## config.mk

```make
export PLATFORM = sky130hd
export DESIGN_NAME = store_buffer_flat
export DESIGN_NICKNAME = d
export VERILOG_FILES = /design/src/rtl/store_buffer_pkg.sv /design/src/rtl/store_buffer_if.sv /design/src/rtl/store_lane_align.sv /design/src/rtl/store_buffer.sv /design/src/flat_wrapper.sv
export SDC_FILE = /design/constraint.sdc
export NUM_CORES = 1
export LEC_CHECK = 0
export ABC_AREA = 1
export BUFFER_PORTS_ARGS = -buffer_cell sky130_fd_sc_hd__buf_2
export CAP_MARGIN = 20
export CORE_ASPECT_RATIO = 0.8
export CORE_UTILIZATION = 45
export DETAILED_ROUTE_END_ITERATION = 10
export GPL_TIMING_DRIVEN = 0
export PLACE_DENSITY = 0.69
export SLEW_MARGIN = 20
export SYNTH_ARGS = -nofsm -noshare
export SYNTH_HDL_FRONTEND = slang
export SYNTH_SLANG_ARGS = --single-unit
```

## constraint.sdc

```tcl
create_clock -name clk -period 10.95 [get_ports clk]
set_input_delay 2.19 -clock clk [delete_from_list [all_inputs] [get_ports clk]]
set_output_delay 2.19 -clock clk [all_outputs]
set_load 0.03 [all_outputs]
```

## src/rtl/store_buffer_pkg.sv

```systemverilog
// Shared widths, store-size encodings, entry payload and drain FSM states.
package store_buffer_pkg;

  localparam int unsigned ADDR_SIZE = 32;
  localparam int unsigned WORD_LEN  = 32;
  localparam int unsigned BE_W      = WORD_LEN / 8;
  localparam int unsigned DEPTH_DEF = 4;

  // stSize encodings; 2'b11 is illegal
  localparam logic [1:0] SIZE_B = 2'b00;
  localparam logic [1:0] SIZE_H = 2'b01;
  localparam logic [1:0] SIZE_W = 2'b10;

  typedef enum logic {
    S_IDLE = 1'b0,
    S_REQ  = 1'b1
  } drain_state_e;

  // One buffered store: word address, lane-aligned data, byte enables
  typedef struct packed {
    logic [ADDR_SIZE-1:0] addr;
    logic [WORD_LEN-1:0]  data;
    logic [BE_W-1:0]      be;
  } sb_entry_t;

endpackage

```

## src/rtl/store_buffer_if.sv

```systemverilog
// CPU store port, memory write port and load-hazard probe of the store buffer.
interface store_buffer_if #(
  parameter int unsigned DEPTH = store_buffer_pkg::DEPTH_DEF
);
  import store_buffer_pkg::*;

  localparam int unsigned CW = $clog2(DEPTH) + 1;

  logic                 stValid;
  logic                 stReady;
  logic [ADDR_SIZE-1:0] stAddr;
  logic [WORD_LEN-1:0]  stData;
  logic [1:0]           stSize;
  logic                 memReq;
  logic [ADDR_SIZE-1:0] memAddr;
  logic [WORD_LEN-1:0]  memWData;
  logic [BE_W-1:0]      memByteEn;
  logic                 memAck;
  logic [ADDR_SIZE-1:0] ldAddr;
  logic                 ldHazard;
  logic                 misaligned;
  logic                 empty;
  logic [CW-1:0]        count;

  // Buffer side
  modport slave (
    input  stValid, stAddr, stData, stSize, memAck, ldAddr,
    output stReady, memReq, memAddr, memWData, memByteEn,
           ldHazard, misaligned, empty, count
  );

  // CPU / memory side
  modport master (
    output stValid, stAddr, stData, stSize, memAck, ldAddr,
    input  stReady, memReq, memAddr, memWData, memByteEn,
           ldHazard, misaligned, empty, count
  );

endinterface

```

## src/rtl/store_lane_align.sv

```systemverilog
// Lane alignment, byte-enable generation and misalignment check for one store.
module store_lane_align
  import store_buffer_pkg::*;
(
  input  logic [ADDR_SIZE-1:0] addr_i,
  input  logic [WORD_LEN-1:0]  data_i,
  input  logic [1:0]           size_i,
  output logic [ADDR_SIZE-1:0] word_addr_c,
  output logic [WORD_LEN-1:0]  wdata_c,
  output logic [BE_W-1:0]      byte_en_c,
  output logic                 misaligned_c
);

  // Replicate narrow data across lanes and pick the enabled bytes
  always_comb begin
    word_addr_c  = {addr_i[ADDR_SIZE-1:2], 2'b00};
    wdata_c      = data_i;
    byte_en_c    = '1;
    misaligned_c = 1'b0;
    case (size_i)
      SIZE_B: begin
        wdata_c   = {4{data_i[7:0]}};
        byte_en_c = BE_W'(1) << addr_i[1:0];
      end
      SIZE_H: begin
        wdata_c      = {2{data_i[15:0]}};
        byte_en_c    = addr_i[1] ? 4'b1100 : 4'b0011;
        misaligned_c = addr_i[0];
      end
      SIZE_W: begin
        misaligned_c = (addr_i[1:0] != 2'b00);
      end
      default: begin
        misaligned_c = 1'b1;
      end
    endcase
  end

endmodule

```

## src/rtl/store_buffer.sv

```systemverilog
// In-order store buffer: FIFO of aligned stores drained by a two-state write FSM.
module store_buffer
  import store_buffer_pkg::*;
#(
  parameter int unsigned DEPTH = DEPTH_DEF
) (
  input  logic           clk,
  input  logic           rst,
  store_buffer_if.slave  bus
);

  localparam int unsigned PW = $clog2(DEPTH);
  localparam int unsigned CW = PW + 1;

  drain_state_e         state_q, state_d;
  sb_entry_t            entry_q [DEPTH];
  sb_entry_t            entry_d [DEPTH];
  logic [DEPTH-1:0]     valid_q, valid_d;
  logic [PW-1:0]        head_q, head_d;
  logic [PW-1:0]        tail_q, tail_d;
  logic [CW-1:0]        count_q, count_d;
  logic                 mem_req_q, mem_req_d;
  logic [ADDR_SIZE-1:0] mem_addr_q, mem_addr_d;
  logic [WORD_LEN-1:0]  mem_wdata_q, mem_wdata_d;
  logic [BE_W-1:0]      mem_be_q, mem_be_d;
  logic                 misaligned_q, misaligned_d;

  logic [ADDR_SIZE-1:0] al_addr_c;
  logic [WORD_LEN-1:0]  al_data_c;
  logic [BE_W-1:0]      al_be_c;
  logic                 al_mis_c;
  logic                 st_ready_c;
  logic                 st_fire_c;
  logic                 enq_c;
  logic                 pop_c;
  logic                 load_c;
  logic                 hazard_c;

  store_lane_align u_align (
    .addr_i       (bus.stAddr),
    .data_i       (bus.stData),
    .size_i       (bus.stSize),
    .word_addr_c  (al_addr_c),
    .wdata_c      (al_data_c),
    .byte_en_c    (al_be_c),
    .misaligned_c (al_mis_c)
  );

  // Handshake decode; a full buffer never accepts, even when popping this edge
  always_comb begin
    st_ready_c = (count_q < CW'(DEPTH));
    st_fire_c  = bus.stValid && st_ready_c;
    enq_c      = st_fire_c && !al_mis_c;
    pop_c      = (state_q == S_REQ) && bus.memAck;
    load_c     = (state_q == S_IDLE) && (count_q != '0);
  end

  // Drain FSM state register
  always_ff @(posedge clk or posedge rst) begin
    if (rst) state_q <= S_IDLE;
    else     state_q <= state_d;
  end

  // Drain FSM next state: IDLE loads the head, REQ waits for the ack
  always_comb begin
    state_d = state_q;
    case (state_q)
      S_IDLE:  if (count_q != '0) state_d = S_REQ;
      S_REQ:   if (bus.memAck) state_d = S_IDLE;
      default: state_d = S_IDLE;
    endcase
  end

  // FIFO update and registered memory-port outputs
  always_comb begin
    entry_d      = entry_q;
    valid_d      = valid_q;
    head_d       = head_q;
    tail_d       = tail_q;
    count_d      = count_q;
    mem_addr_d   = mem_addr_q;
    mem_wdata_d  = mem_wdata_q;
    mem_be_d     = mem_be_q;
    mem_req_d    = (state_d == S_REQ);
    misaligned_d = st_fire_c && al_mis_c;

    if (load_c) begin
      mem_addr_d  = entry_q[head_q].addr;
      mem_wdata_d = entry_q[head_q].data;
      mem_be_d    = entry_q[head_q].be;
    end

    if (pop_c) begin
      valid_d[head_q] = 1'b0;
      head_d          = head_q + PW'(1);
    end

    if (enq_c) begin
      entry_d[tail_q] = '{addr: al_addr_c, data: al_data_c, be: al_be_c};
      valid_d[tail_q] = 1'b1;
      tail_d          = tail_q + PW'(1);
    end

    case ({enq_c, pop_c})
      2'b10:   count_d = count_q + CW'(1);
      2'b01:   count_d = count_q - CW'(1);
      default: count_d = count_q;
    endcase
  end

  // FIFO and output registers
  always_ff @(posedge clk or posedge rst) begin
    if (rst) begin
      for (int i = 0; i < int'(DEPTH); i++) entry_q[i] <= '0;
      valid_q      <= '0;
      head_q       <= '0;
      tail_q       <= '0;
      count_q      <= '0;
      mem_req_q    <= 1'b0;
      mem_addr_q   <= '0;
      mem_wdata_q  <= '0;
      mem_be_q     <= '0;
      misaligned_q <= 1'b0;
    end else begin
      entry_q      <= entry_d;
      valid_q      <= valid_d;
      head_q       <= head_d;
      tail_q       <= tail_d;
      count_q      <= count_d;
      mem_req_q    <= mem_req_d;
      mem_addr_q   <= mem_addr_d;
      mem_wdata_q  <= mem_wdata_d;
      mem_be_q     <= mem_be_d;
      misaligned_q <= misaligned_d;
    end
  end

  // Load hazard: any valid entry, including the one in flight, in the load's word
  always_comb begin
    hazard_c = 1'b0;
    for (int i = 0; i < int'(DEPTH); i++) begin
      if (valid_q[i] && (entry_q[i].addr[ADDR_SIZE-1:2] == bus.ldAddr[ADDR_SIZE-1:2]))
        hazard_c = 1'b1;
    end
  end

  assign bus.stReady    = st_ready_c;
  assign bus.memReq     = mem_req_q;
  assign bus.memAddr    = mem_addr_q;
  assign bus.memWData   = mem_wdata_q;
  assign bus.memByteEn  = mem_be_q;
  assign bus.ldHazard   = hazard_c;
  assign bus.misaligned = misaligned_q;
  assign bus.empty      = (count_q == '0);
  assign bus.count      = count_q;

endmodule

```

## src/flat_wrapper.sv

```systemverilog
// flat-port wrapper written by rule: the top's interface ports become plain ports
module store_buffer_flat import store_buffer_pkg::*;
#(
  parameter int unsigned DEPTH = DEPTH_DEF
)
  (clk, rst, bus_stValid, bus_stAddr, bus_stData, bus_stSize, bus_memAck, bus_ldAddr, bus_stReady, bus_memReq, bus_memAddr, bus_memWData, bus_memByteEn, bus_ldHazard, bus_misaligned, bus_empty, bus_count);
  store_buffer_if #(.DEPTH(DEPTH)) bus_i ();
  input  logic clk;
  input  logic rst;
  input wire logic [$bits(bus_i.stValid)-1:0] bus_stValid;
  input wire logic [$bits(bus_i.stAddr)-1:0] bus_stAddr;
  input wire logic [$bits(bus_i.stData)-1:0] bus_stData;
  input wire logic [$bits(bus_i.stSize)-1:0] bus_stSize;
  input wire logic [$bits(bus_i.memAck)-1:0] bus_memAck;
  input wire logic [$bits(bus_i.ldAddr)-1:0] bus_ldAddr;
  output wire logic [$bits(bus_i.stReady)-1:0] bus_stReady;
  output wire logic [$bits(bus_i.memReq)-1:0] bus_memReq;
  output wire logic [$bits(bus_i.memAddr)-1:0] bus_memAddr;
  output wire logic [$bits(bus_i.memWData)-1:0] bus_memWData;
  output wire logic [$bits(bus_i.memByteEn)-1:0] bus_memByteEn;
  output wire logic [$bits(bus_i.ldHazard)-1:0] bus_ldHazard;
  output wire logic [$bits(bus_i.misaligned)-1:0] bus_misaligned;
  output wire logic [$bits(bus_i.empty)-1:0] bus_empty;
  output wire logic [$bits(bus_i.count)-1:0] bus_count;
  assign bus_i.stValid = bus_stValid;
  assign bus_i.stAddr = bus_stAddr;
  assign bus_i.stData = bus_stData;
  assign bus_i.stSize = bus_stSize;
  assign bus_i.memAck = bus_memAck;
  assign bus_i.ldAddr = bus_ldAddr;
  assign bus_stReady = bus_i.stReady;
  assign bus_memReq = bus_i.memReq;
  assign bus_memAddr = bus_i.memAddr;
  assign bus_memWData = bus_i.memWData;
  assign bus_memByteEn = bus_i.memByteEn;
  assign bus_ldHazard = bus_i.ldHazard;
  assign bus_misaligned = bus_i.misaligned;
  assign bus_empty = bus_i.empty;
  assign bus_count = bus_i.count;
  store_buffer #(.DEPTH(DEPTH)) u_core (.clk(clk), .rst(rst), .bus(bus_i));
endmodule
```

==> impl_metrics.ini <==
[timing]
setup_viol = 0
tns_ns = 0
rsz0062_at_grt = false
fmax_ghz = 0.172
final-hold-violation-count = 0
slew_headroom_pct = 32.5
fin_crit_ns = 5.81
slew_violations = 0
fin_worst_skew_ns = 0.0260
tightest_slew_ns = 1.01
finalCritPeriodShare_pct = 53.1

[grt]
grt_usage_pct = 34.9
grt_max_degree = 35
antenna_found_initial = 2
grt_overflow_total = 0
grt_pass1_wl_um = 98600
grt_pass1_vias = 16100

[placed_design]
place_congestion = 0.994
hpwl_um = 49000
io_buffers = 172

[worst_setup_path]
crit_path_end_kind = output port
critPathArrivalTime_ns = 3.62
cp.required_ns = 8.76
worst-path-max-fanout = 5
critical_path_class = in2out
start_kind = input pin

[clock_tree]
cts_resized = 0
cts_root_buffer = clkbuf_16
clock_path_buffers = 3
numCtsBuffers = 37
clkLatencyLatePin_ns = 0.55
clkSinkCount = 343
clk_pin_slew_ns = 0.07
holdBufCountCts = 0
cts_tree = done
cts_setup_buffers = 0
htreeDepth = 2

[pwr]
p_comb_share_pct = 42.7
p_leak_nw = 9.82
p_sw_mw = 2.82
peakVddDrop_mv = 0.165
pwr-share-clk_pct = 20.8
intPower_mw = 3.44
p_per_area_nw_per_um2 = 317
p_seq_share_pct = 36.5
swShare_pct = 45.1

[drt]
ant_nets = 0
vias_per_cell = 5.64
drc = 0
drt_wl_total_um = 66100
vias = 16700
first_iter_violations = 2331
detail_route.wl_per_cell_um = 22.3
drt_pass1_iterations = 6

[run]
maxCapViolations = 0

[floorplanning]
fp-row-count = 62
die_h_um = 175
ios = 178
die_w_um = 218
initial_utilization_pct = 46.3
core-area_sq_um = 36300
die-area_sq_um = 38100

[yosys]
synth_cells = 2234
synth_area_sq_um = 16800
yosys_warnings = 0
synth.area.top_cells = dfrtp_1 51%, nand2_1 17%, o21ai_0 7.2%
yosys.area.top_type = dfrtp_1
yosysSeqAreaShare_pct = 51.1
avgSynthCellArea_sq_um = 7.52
synth_cell_types = 26
yosys.area.top_type_share_pct = 51.1
synth-seq-cells = 343

[layout]
syn_to_final_growth_pct = 17.6
nNetsFinal = 2570
drive_above_1_share_pct = 11.8
fillers = 3531
post-route-util_pct = 54.4

[worst_hold_path]
hold_class = reg2reg

[status]
status = complete, no violations
[cells in the final DEF, fill, tap and decap left out, drive strengths merged, types with 2 or more instances in the layout]
master,n
nor2,190
dfrtp,343
o211ai,28
bufinv,4
clkbuf,122
o21ai,361
a31oi,66
inv,221
clkinvlp,4
a21oi,89
xnor2,9
nand2,779
xor2,6
ha,9
nand3,12
conb,2
buf,228
clkinv,9
[logic make-up (layout without fill, tap and decap cells)]
logic type / count (synthesis) / after routing / share of synthesized area, %
AND/OR/NAND/NOR: 982 / 982 / 22.1
AO/OA/AOI/OAI: 544 / 544 / 17.2
flip-flops: 343 / 343 / 51.1
buffers and inverters: 339 / 588 / 8.07
XOR/XNOR: 15 / 15 / 0.782
adder cells (fa/ha/maj): 10 / 10 / 0.789
other: 1 / 3 / 0.0223
[sequential cells by signal, indices dropped and copies added (netlist names)]
| register | count |
|---|---|
| u_core.bus.count | 3 |
| u_core.head_q | 2 |
| u_core.state_q | 1 |
| u_core.entry_q | 264 |
| u_core.bus.memAddr | 30 |
| u_core.bus.memWData | 32 |
| u_core.tail_q | 2 |
| u_core.bus.memByteEn | 4 |
| u_core.valid_q | 4 |
| u_core.bus.misaligned | 1 |
[worst max-delay path, stage by stage]
cell     delay, ns
buf_2         0.12
inv_1         0.15
nand2_1       0.19
nand2_1       0.08
nor2_1        0.12
nand2_1       0.08
nor2_1        0.15
nand2_1       0.10
nor2_1        0.10
nor2_1        0.05
nand2_1       0.08
buf_2         0.21
[stage by stage]
step | hold slack [ns] | setup slack [ns] | power (mW) | instances | area (sq um)
after floorplan | 0.444 | 4.17 | 3.90 | 2235 | 16800
after global placement | 0.456 | 2.02 | 4.80 | 2887 | 18300
after detailed placement | 0.460 | 5.15 | 4.88 | 2899 | 18500
after CTS | 0.477 | 5.15 | 6.20 | 2964 | 19800
after global routing | 0.489 | 5.05 | 6.61 | 2964 | 19800
final | 0.478 | 5.14 | 6.26 | 2965 | 19800
[cell type report]
cell class                      count  area [sq um]  area share, %
Sequential cell                   343          8580           43.4
Multi-Input combinational cell   1553          6870           34.8
Tap cell                          480           601           3.04
Inverter                          221           833           4.22
Clock inverter                     17           204           1.03
Timing Repair Buffer              184          1110           5.61
Antenna cell                        1          2.50         0.0127
Buffer                            118           527           2.67
Clock buffer                       48          1030           5.20
[metal layers]
metal / routed length (um) / vias up / global-route usage, %
met5: 12 / - / 0
met4: 2450 / 2 / 12.1
met3: 7720 / 162 / 8.49
met2: 28600 / 986 / 52.8
met1: 27300 / 8035 / 48.9
li1: - / 7551 / -
[path summary, 6_finish.rpt]
check                                                 from                                  end  slack, ns  depth (start not counted)
max                                         bus_ldAddr[20]                         bus_ldHazard       5.14                         12
min                          u_core.entry_q[3]$_DFFE_PP0P_        u_core.entry_q[3]$_DFFE_PP0P_       0.48                          2
max reg2reg                u_core.bus.count[0]$_DFFE_PP0P_  u_core.bus.memWData[31]$_DFFE_PP0P_       8.11                          5
min reg2reg                  u_core.entry_q[3]$_DFFE_PP0P_        u_core.entry_q[3]$_DFFE_PP0P_       0.48                          2
max in group asynchronous                              rst       u_core.entry_q[95]$_DFFE_PP0P_       8.09                          7
min in group asynchronous                              rst      u_core.bus.misaligned$_DFF_PP0_       1.55                          2
[cell usage after synthesis, drive strengths merged]
cell and count:
nand2 779, o21ai 361, dfrtp 343, inv 220, nor2 190, a21oi 89
clkbuf 74, a31oi 66, buf 44, o211ai 28, nand3 12, ha 9
xnor2 9, xor2 6, clkinv 1, conb 1, fa 1, nor3 1
[power by group through the flow]
stage | Combinational, mW | Sequential (mW) | Clock (mW)
after CTS | 2.62 | 2.27 | 1.31
after global routing | 2.91 | 2.34 | 1.36
final | 2.67 | 2.29 | 1.30
after floorplan | 1.47 | 2.42 | 0
after global placement | 2.54 | 2.27 | 0
after detailed placement | 2.60 | 2.28 | 0
No activity file was read; power rests on OpenSTA's default activity.
